<file path="config.mk">
export PLATFORM = sky130hd
export DESIGN_NAME = ifarb_multi
export DESIGN_NICKNAME = d
export VERILOG_FILES = /design/src/rtl/ifarb_multi_pkg.sv /design/src/rtl/gbf_occ_cnt.sv /design/src/rtl/ifarb_multi.sv
export SDC_FILE = /design/constraint.sdc
export NUM_CORES = 1
export LEC_CHECK = 0
export ABC_CLOCK_PERIOD_IN_PS = 5100
export CAP_MARGIN = 25
export CORE_MARGIN = 10
export CORE_UTILIZATION = 40
export CTS_CLUSTER_SIZE = 30
export DETAILED_ROUTE_END_ITERATION = 10
export PLACE_DENSITY = 0.71
export SYNTH_ARGS = -nofsm -noshare
export SYNTH_HDL_FRONTEND = slang
export SYNTH_SLANG_ARGS = --single-unit
</file>
<file path="constraint.sdc">
create_clock -name clk -period 5.1 [get_ports clk]
set_input_delay 0.765 -clock clk [delete_from_list [all_inputs] [get_ports clk]]
set_output_delay 0.765 -clock clk [all_outputs]
set_load 0.005 [all_outputs]
</file>
<file path="src/rtl/ifarb_multi_pkg.sv">
// ifarb_multi_pkg: shared types and defaults for the global-buffer interface arbiter.
//   state_e         - burst FSM state encoding (StIdle, StBurst)
//   CFG_CODE_DEF    - default IF_Cfg code for configuration fetch bursts
//   IDLE_CODE_DEF   - default IF_Cfg code while nothing is granted
//   occ_w()         - occupancy width for a given address width (0..DEPTH needs ADDR_W+1 bits)
package ifarb_multi_pkg;

    typedef enum logic [0:0] {
        StIdle  = 1'b0,
        StBurst = 1'b1
    } state_e;

    localparam logic [3:0] CFG_CODE_DEF  = 4'd0;
    localparam logic [3:0] IDLE_CODE_DEF = 4'd15;

    function automatic int unsigned occ_w(input int unsigned addr_w);
        return addr_w + 1;
    endfunction

endpackage

</file>
<file path="src/rtl/gbf_occ_cnt.sv">
// gbf_occ_cnt: occupancy counter for one global buffer channel.
//   clk      in   clock
//   Reset    in   synchronous active-high global reset
//   ChReset  in   synchronous clear of this channel's occupancy and error flag
//   EnWr     in   buffer write strobe (+1)
//   EnRd     in   buffer read strobe (-1)
//   Occ      out  current occupancy, 0..2**ADDR_W
//   Err      out  sticky flag: write while full or read while empty
module gbf_occ_cnt
    import ifarb_multi_pkg::*;
#(
    parameter int unsigned ADDR_W = 5
) (
    input  logic                          clk,
    input  logic                          Reset,
    input  logic                          ChReset,
    input  logic                          EnWr,
    input  logic                          EnRd,
    output logic [occ_w(ADDR_W)-1:0]      Occ,
    output logic                          Err
);

    localparam int unsigned OCC_W = occ_w(ADDR_W);
    localparam logic [OCC_W-1:0] DEPTH_V = OCC_W'(2 ** ADDR_W);

    logic [OCC_W-1:0] r_occ, w_occ_d;
    logic             r_err, w_err_d;

    // Simultaneous write and read cancel; out-of-range strobes are dropped and flagged.
    always_comb begin
        w_occ_d = r_occ;
        w_err_d = r_err;
        if (EnWr && !EnRd) begin
            if (r_occ == DEPTH_V) w_err_d = 1'b1;
            else                  w_occ_d = r_occ + OCC_W'(1);
        end else if (EnRd && !EnWr) begin
            if (r_occ == '0) w_err_d = 1'b1;
            else             w_occ_d = r_occ - OCC_W'(1);
        end
    end

    always_ff @(posedge clk) begin
        if (Reset || ChReset) begin
            r_occ <= '0;
            r_err <= 1'b0;
        end else begin
            r_occ <= w_occ_d;
            r_err <= w_err_d;
        end
    end

    assign Occ = r_occ;
    assign Err = r_err;

endmodule

</file>
<file path="src/rtl/ifarb_multi.sv">
// ifarb_multi: arbitrates NUM_CH global buffers plus a configuration fetch onto one
// off-chip interface port, granting counted bursts truncated to the channel occupancy.
//   clk, Reset           clock, synchronous active-high reset
//   ChReset/EnWr/EnRd    per-channel clear and occupancy strobes
//   Thresh               per-channel watermark, packed, channel 0 in LSBs
//   Flush                per-channel forced drain of any non-zero occupancy (drain channels)
//   CFG_Req, RR_En       config fetch request; round-robin enable within a class
//   IF_Val, IF_Rdy       interface handshake; a beat is IF_Val && IF_Rdy
//   IF_Req, IF_RdWr      level burst request; 1 = read (refill/CFG), 0 = write (drain)
//   IF_Cfg, Grant        code and one-hot channel of the granted source
//   Occ, Err             per-channel occupancy and sticky error
module ifarb_multi
    import ifarb_multi_pkg::*;
#(
    parameter int unsigned               NUM_CH    = 6,
    parameter int unsigned               ADDR_W    = 5,
    parameter int unsigned               CFG_W     = 4,
    parameter int unsigned               BURST_LEN = 8,
    parameter logic [NUM_CH-1:0]         CH_DIR    = 6'b110000,
    parameter logic [NUM_CH*CFG_W-1:0]   CH_CFG    = {4'd11, 4'd10, 4'd2, 4'd4, 4'd6, 4'd8},
    parameter logic [CFG_W-1:0]          CFG_CODE  = CFG_CODE_DEF,
    parameter logic [CFG_W-1:0]          IDLE_CODE = IDLE_CODE_DEF
) (
    input  logic                              clk,
    input  logic                              Reset,
    input  logic [NUM_CH-1:0]                 ChReset,
    input  logic [NUM_CH-1:0]                 EnWr,
    input  logic [NUM_CH-1:0]                 EnRd,
    input  logic [NUM_CH*occ_w(ADDR_W)-1:0]   Thresh,
    input  logic [NUM_CH-1:0]                 Flush,
    input  logic                              CFG_Req,
    input  logic                              RR_En,
    input  logic                              IF_Val,
    input  logic                              IF_Rdy,
    output logic                              IF_Req,
    output logic                              IF_RdWr,
    output logic [CFG_W-1:0]                  IF_Cfg,
    output logic [NUM_CH-1:0]                 Grant,
    output logic [NUM_CH*occ_w(ADDR_W)-1:0]   Occ,
    output logic [NUM_CH-1:0]                 Err
);

    localparam int unsigned OCC_W = occ_w(ADDR_W);
    localparam int unsigned IDX_W = (NUM_CH > 1) ? $clog2(NUM_CH) : 1;
    localparam logic [OCC_W-1:0] DEPTH_V = OCC_W'(2 ** ADDR_W);
    localparam logic [OCC_W-1:0] BURST_V = OCC_W'(BURST_LEN);

    logic [OCC_W-1:0]  w_occ  [NUM_CH];
    logic [OCC_W-1:0]  w_free [NUM_CH];
    logic [NUM_CH-1:0] w_drn_req, w_ref_req;
    logic [IDX_W:0]    w_pick_drn, w_pick_ref;

    state_e            r_state, w_state_d;
    logic              r_rdwr, w_rdwr_d;
    logic [CFG_W-1:0]  r_cfg, w_cfg_d;
    logic [NUM_CH-1:0] r_grant, w_grant_d;
    logic [OCC_W-1:0]  r_beats, w_beats_d;
    logic [IDX_W-1:0]  r_ptr_drn, w_ptr_drn_d;
    logic [IDX_W-1:0]  r_ptr_ref, w_ptr_ref_d;
    logic [IDX_W-1:0]  w_idx;

    for (genvar g = 0; g < NUM_CH; g++) begin : g_ch
        gbf_occ_cnt #(
            .ADDR_W (ADDR_W)
        ) u_occ (
            .clk     (clk),
            .Reset   (Reset),
            .ChReset (ChReset[g]),
            .EnWr    (EnWr[g]),
            .EnRd    (EnRd[g]),
            .Occ     (w_occ[g]),
            .Err     (Err[g])
        );
        assign Occ[g*OCC_W +: OCC_W] = w_occ[g];
    end

    // A drain with zero occupancy would latch a zero-beat burst, so it never requests.
    always_comb begin
        w_drn_req = '0;
        w_ref_req = '0;
        for (int i = 0; i < int'(NUM_CH); i++) begin
            w_free[i] = DEPTH_V - w_occ[i];
            if (CH_DIR[i]) begin
                w_drn_req[i] = (w_occ[i] != '0) &&
                               ((w_occ[i] >= Thresh[i*OCC_W +: OCC_W]) || Flush[i]);
            end else begin
                w_ref_req[i] = (w_free[i] != '0) && (w_free[i] >= Thresh[i*OCC_W +: OCC_W]);
            end
        end
    end

    // Returns {hit, index}. Scans backwards so the highest-priority candidate is written last.
    function automatic logic [IDX_W:0] pick(input logic [NUM_CH-1:0] req,
                                            input logic [IDX_W-1:0]  ptr,
                                            input logic              rr);
        logic [IDX_W:0] res;
        int             j;
        res = '0;
        for (int k = int'(NUM_CH) - 1; k >= 0; k--) begin
            j = rr ? int'(ptr) + 1 + k : k;
            if (j >= int'(NUM_CH)) j = j - int'(NUM_CH);
            if (req[IDX_W'(j)]) res = {1'b1, IDX_W'(j)};
        end
        return res;
    endfunction

    assign w_pick_drn = pick(w_drn_req, r_ptr_drn, RR_En);
    assign w_pick_ref = pick(w_ref_req, r_ptr_ref, RR_En);

    always_comb begin
        w_state_d   = r_state;
        w_rdwr_d    = r_rdwr;
        w_cfg_d     = r_cfg;
        w_grant_d   = r_grant;
        w_beats_d   = r_beats;
        w_ptr_drn_d = r_ptr_drn;
        w_ptr_ref_d = r_ptr_ref;
        w_idx       = '0;
        case (r_state)
            StIdle: begin
                if (CFG_Req) begin
                    w_state_d = StBurst;
                    w_rdwr_d  = 1'b1;
                    w_cfg_d   = CFG_CODE;
                    w_grant_d = '0;
                    w_beats_d = OCC_W'(1);
                end else if (w_pick_drn[IDX_W]) begin
                    w_idx       = w_pick_drn[IDX_W-1:0];
                    w_state_d   = StBurst;
                    w_rdwr_d    = 1'b0;
                    w_cfg_d     = CH_CFG[w_idx*CFG_W +: CFG_W];
                    w_grant_d   = NUM_CH'(1) << w_idx;
                    w_beats_d   = (w_occ[w_idx] < BURST_V) ? w_occ[w_idx] : BURST_V;
                    w_ptr_drn_d = w_idx;
                end else if (w_pick_ref[IDX_W]) begin
                    w_idx       = w_pick_ref[IDX_W-1:0];
                    w_state_d   = StBurst;
                    w_rdwr_d    = 1'b1;
                    w_cfg_d     = CH_CFG[w_idx*CFG_W +: CFG_W];
                    w_grant_d   = NUM_CH'(1) << w_idx;
                    w_beats_d   = (w_free[w_idx] < BURST_V) ? w_free[w_idx] : BURST_V;
                    w_ptr_ref_d = w_idx;
                end
            end
            StBurst: begin
                // Clearing the granted buffer invalidates the burst in flight.
                if ((|(ChReset & r_grant)) || (IF_Val && IF_Rdy && r_beats == OCC_W'(1))) begin
                    w_state_d = StIdle;
                    w_rdwr_d  = 1'b1;
                    w_cfg_d   = IDLE_CODE;
                    w_grant_d = '0;
                    w_beats_d = '0;
                end else if (IF_Val && IF_Rdy) begin
                    w_beats_d = r_beats - OCC_W'(1);
                end
            end
            default: w_state_d = StIdle;
        endcase
    end

    always_ff @(posedge clk) begin
        if (Reset) begin
            r_state   <= StIdle;
            r_rdwr    <= 1'b1;
            r_cfg     <= IDLE_CODE;
            r_grant   <= '0;
            r_beats   <= '0;
            r_ptr_drn <= IDX_W'(NUM_CH - 1);
            r_ptr_ref <= IDX_W'(NUM_CH - 1);
        end else begin
            r_state   <= w_state_d;
            r_rdwr    <= w_rdwr_d;
            r_cfg     <= w_cfg_d;
            r_grant   <= w_grant_d;
            r_beats   <= w_beats_d;
            r_ptr_drn <= w_ptr_drn_d;
            r_ptr_ref <= w_ptr_ref_d;
        end
    end

    assign IF_Req  = (r_state == StBurst);
    assign IF_RdWr = r_rdwr;
    assign IF_Cfg  = r_cfg;
    assign Grant   = r_grant;

endmodule

</file>
==> key figures <==
Setup path
  – Top cell by count, worst path: ha_1
  – CP Launch Type: flop
  – Critical-path cell list: inv_1, ha_1, nor3b_1, xnor2_1, ha_1, a21o_1, a221oi_1, a211oi_1, o22ai_1, o211ai_1, a211oi_2, a21boi_4, buf_4, nor2_1, a311oi_1, a311o_1, a41oi_2
  – CP Max Fanout: 10
  – WP data arrival: 4810 ps
  – Crit-path max cell delay: 510 ps
  – End of the worst register-to-register path: r_beats[1]$_SDFFE_PP0P_
  – R2r setup slk: 500 ps
  – Critical-path top delay cell: a221oi_1
  – CP Capture Type: flop
  – FF-to-FF path depth: 17
  – Reg2reg start: g_ch[0].u_occ.Occ[0]$_SDFFE_PP0P_
  – Req. time, crit path: 5310 ps
  – WS Path Type: flop to flop

GRT
  – Gr usage total: 15.6%
  – First-pass GRT wire length: 31.8 mm
  – Grt total ovfl: 0
  – Largest net degree at the start of global routing: 24
  – Initial antenna violation count: 0
  – Number of global-route vias before repair: 6569

Die
  – I/O pin count: 120
  – Die X: 155 um
  – Starting Density: 40.6%
  – Site Rows: 49
  – Chip height: 155 um
  – DIE AREA: 24000 sq um
  – Core box area: 18000 sq um

Routing
  – TritonRoute pass-1 iters: 5
  – DRC Markers: 0
  – 1st-iter DRT viols: 355
  – Detailed-route via count: 6691
  – Drt wl/cell: 14.8 um
  – Final ANT Viol Nets: 0
  – Vias per inst: 5.31
  – DRT Wirelength: 18.7 mm

Synth
  – Top FF cell, synth: dfxtp_1
  – Synthesized cell area: 7300 sq um
  – Top-count cell post-synth: ha_1
  – Net Count, Synth: 1105
  – Yosys warning total: 0
  – Synth Register Bits: 66
  – Synth cell types: 99
  – Ranking of synthesized cells by area: ha_1 (19%), dfxtp_1 (18%), xnor2_1 (5.2%), inv_1 (5.1%), a21oi_1 (4.4%)
  – Synth top cells by count: ha_1 (109), inv_1 (100), nor2_1 (84), nand2_1 (81), dfxtp_1 (66)
  – Syn avg cell area: 7.90 sq um
  – Post-synth ARST share: 0%
  – Dominant cell type by area after synthesis: ha_1
  – Gate Count Post-Synth: 924
  – Register area share after synthesis: 18.1%
  – Post-synth top area share: 18.7%
  – Number of synthesized flops with an enable pin: 0

STA
  – Relative slew slack: 46.9%
  – Minimum clock period: 4600 ps
  – Final Cycle Share: 90.2%
  – Final hold vios: 0
  – Setup Skew: 4.46 ps
  – RSZ-0062 raised after global routing: no
  – Fin. max-slew vios: 0
  – Min Hold Slack: 443 ps
  – F_max: 217 MHz
  – TNS Setup: 0 ps
  – Worst-margin pin slew: 794 ps
  – Final setup fails: 0

Placed design
  – Number of placed cells counting well taps: 1244
  – IO buf count: 115
  – Routability Congestion: 0.861
  – Hpwl dp: 14.7 mm

Pwr
  – Switch Pwr: 1850 uW
  – Switching portion of total power: 45.4%
  – Comb pwr share: 65.1%
  – Pwr/cell area: 456 nW/um^2
  – Clock share of power: 17.3%
  – Cell leakage power: 0.00409 uW
  – Flop pwr share: 17.6%
  – Peak VDD IR: 0.249 mV
  – Int Power: 2230 uW

Clock tree
  – CTS max path bufs: 2
  – Post-CTS setup buffer count: 0
  – Worst-Skew Late Latency: 350 ps
  – CTS Buf Count: 9
  – H-tree Lvls: 3
  – CTS tree: built
  – Worst-path clk slew: 60 ps
  – Clk sinks: 66
  – Clock root cell: clkbuf_16

Cells and area
  – Final non-filler cell total: 1260
  – Layout cell share with drive strength beyond 1: 6.98%
  – Final net count: 1207
  – Ant diodes: 0
  – Layout area overhead: 22.6%

Min path
  – Hold Crit Class: flop to flop
  – WHS Endpoint: g_ch[0].u_occ.Err$_SDFFE_PP0P_
  – Hold path cells: 2
  – Hold path startpoint: g_ch[0].u_occ.Err$_SDFFE_PP0P_

Run
  – Max Cap Viol: 0

Run status
  – Status: complete, no violations
placed cells by master, fill, tap and decap left out, types with 5 or more instances in the layout:
cell             netlist  layout
clkdlybuf4s50_1        0     115
ha_1                 109     109
inv_1                100     100
nor2_1                84      84
nand2_1               81      81
dfxtp_1               66      66
a21oi_1               64      64
xnor2_1               43      43
a21o_1                29      29
xor2_1                25      25
o21ai_0               23      23
nor3_1                18      18
mux2i_1               17      17
nand3_1               14      14
nand2b_1              14      14
a211oi_1              14      14
nor2b_1               11      11
and3_1                10      10
clkbuf_16              0       9
buf_4                  6       9
o211ai_1               7       7
or3_1                  7       7
a22oi_1                7       7
o22ai_1                6       6
or2_2                  6       6
fa_1                   6       6
nor3b_1                5       5
mux2_2                 5       5
a211o_1                5       5
nor4_1                 5       5
layout make-up:
class	instances	area, sq um
Inverter	102	383
Clock buffer	12	256
Tap cell	229	287
Timing Repair Buffer	124	1220
Clock inverter	4	73.8
Sequential cell	66	1320
Fill cell	1709	9020
Multi-Input combinational cell	723	5400
critical path, delay by kind of cell, from the launching register on:
family                     cells  cell delay, ps
adders and majority gates      2             570
xor gates and xnor gates       1             310
DFF                            1             480
and+or+nand+nor                2             210
buffers and inverters          2             350
AOI/OAI and AO/OA             10            2530
stage by stage:
| stage | setup slack (ps) | area [sq um] | util, % | total power, uW |
|---|---|---|---|---|
| 2_1_floorplan | 860 | 7300 | - | 2740 |
| 3_3_place_gp | 452 | 8610 | 47.9 | 3310 |
| 3_5_place_dp | 450 | 8610 | 47.9 | 3350 |
| 4_1_cts | 424 | 8940 | 49.8 | 4080 |
| 5_1_grt | 158 | 8940 | 49.8 | 4450 |
| 6_report | 501 | 8940 | 49.8 | 4080 |
registers in the layout, summed over array words and instances (netlist names):
register and flops:
r_ptr_drn 3, g_ch.u_occ.Occ 36, r_beats 6, IF_Cfg 4, IF_Req 1, r_ptr_ref 3, Grant 6, g_ch.u_occ.Err 6
IF_RdWr 1
repair_timing:
action | 4_1_cts | 5_1_grt
resized for setup | 0 | 1
endpoints found under the setup margin | 0 | 2
endpoints found under the hold margin | 0 | 0
hold buffers | 0 | 0
cells by family (layout without fill, tap and decap cells):
| group | after synthesis | after routing | synth area share (%) |
|---|---|---|---|
| and+or+nand+nor | 288 | 288 | 19.5 |
| AOI/OAI and AO/OA | 229 | 229 | 22.6 |
| buffers and inverters | 135 | 242 | 7.91 |
| adders and majority gates | 115 | 115 | 20.3 |
| xor gates and xnor gates | 69 | 69 | 8.49 |
| DFF | 66 | 66 | 18.1 |
| muxes | 22 | 22 | 3.10 |
layer usage:
metal  part of all wire, %  vias to the layer above  global-route usage [%]
li1                      -                     3443                       -
met1                    46                     3096                    19.5
met2                    48                      127                    26.0
met3                   3.8                       25                    2.62
met4                   1.9                        0                    5.89
met5                     0                        -                       0
worst max-delay path by stage:
stage / from / endpoint / slack (ps)
final: g_ch[0].u_occ.Occ[0]$_SDFFE_PP0P_ / r_beats[1]$_SDFFE_PP0P_ / 500
after global routing: g_ch[1].u_occ.Occ[0]$_SDFFE_PP0P_ / r_beats[1]$_SDFFE_PP0P_ / 160
after CTS: g_ch[1].u_occ.Occ[0]$_SDFFE_PP0P_ / IF_Cfg[3]$_SDFFE_PP1P_ / 420
after detailed placement: RR_En / r_beats[1]$_SDFFE_PP0P_ / 450
after global placement: RR_En / r_beats[1]$_SDFFE_PP0P_ / 450
after floorplan: r_ptr_ref[0]$_SDFFE_PP1P_ / IF_Cfg[3]$_SDFFE_PP1P_ / 860
power by group through the flow:
stage               combinational (uW)  clock (uW)  sequential (uW)
global placement                  2580           0              729
finish                            2650         705              720
CTS                               2640         715              720
floorplan                         2050           0              688
global route                      2980         733              738
detailed placement                2620           0              729
(Power assumes the default switching activity.)
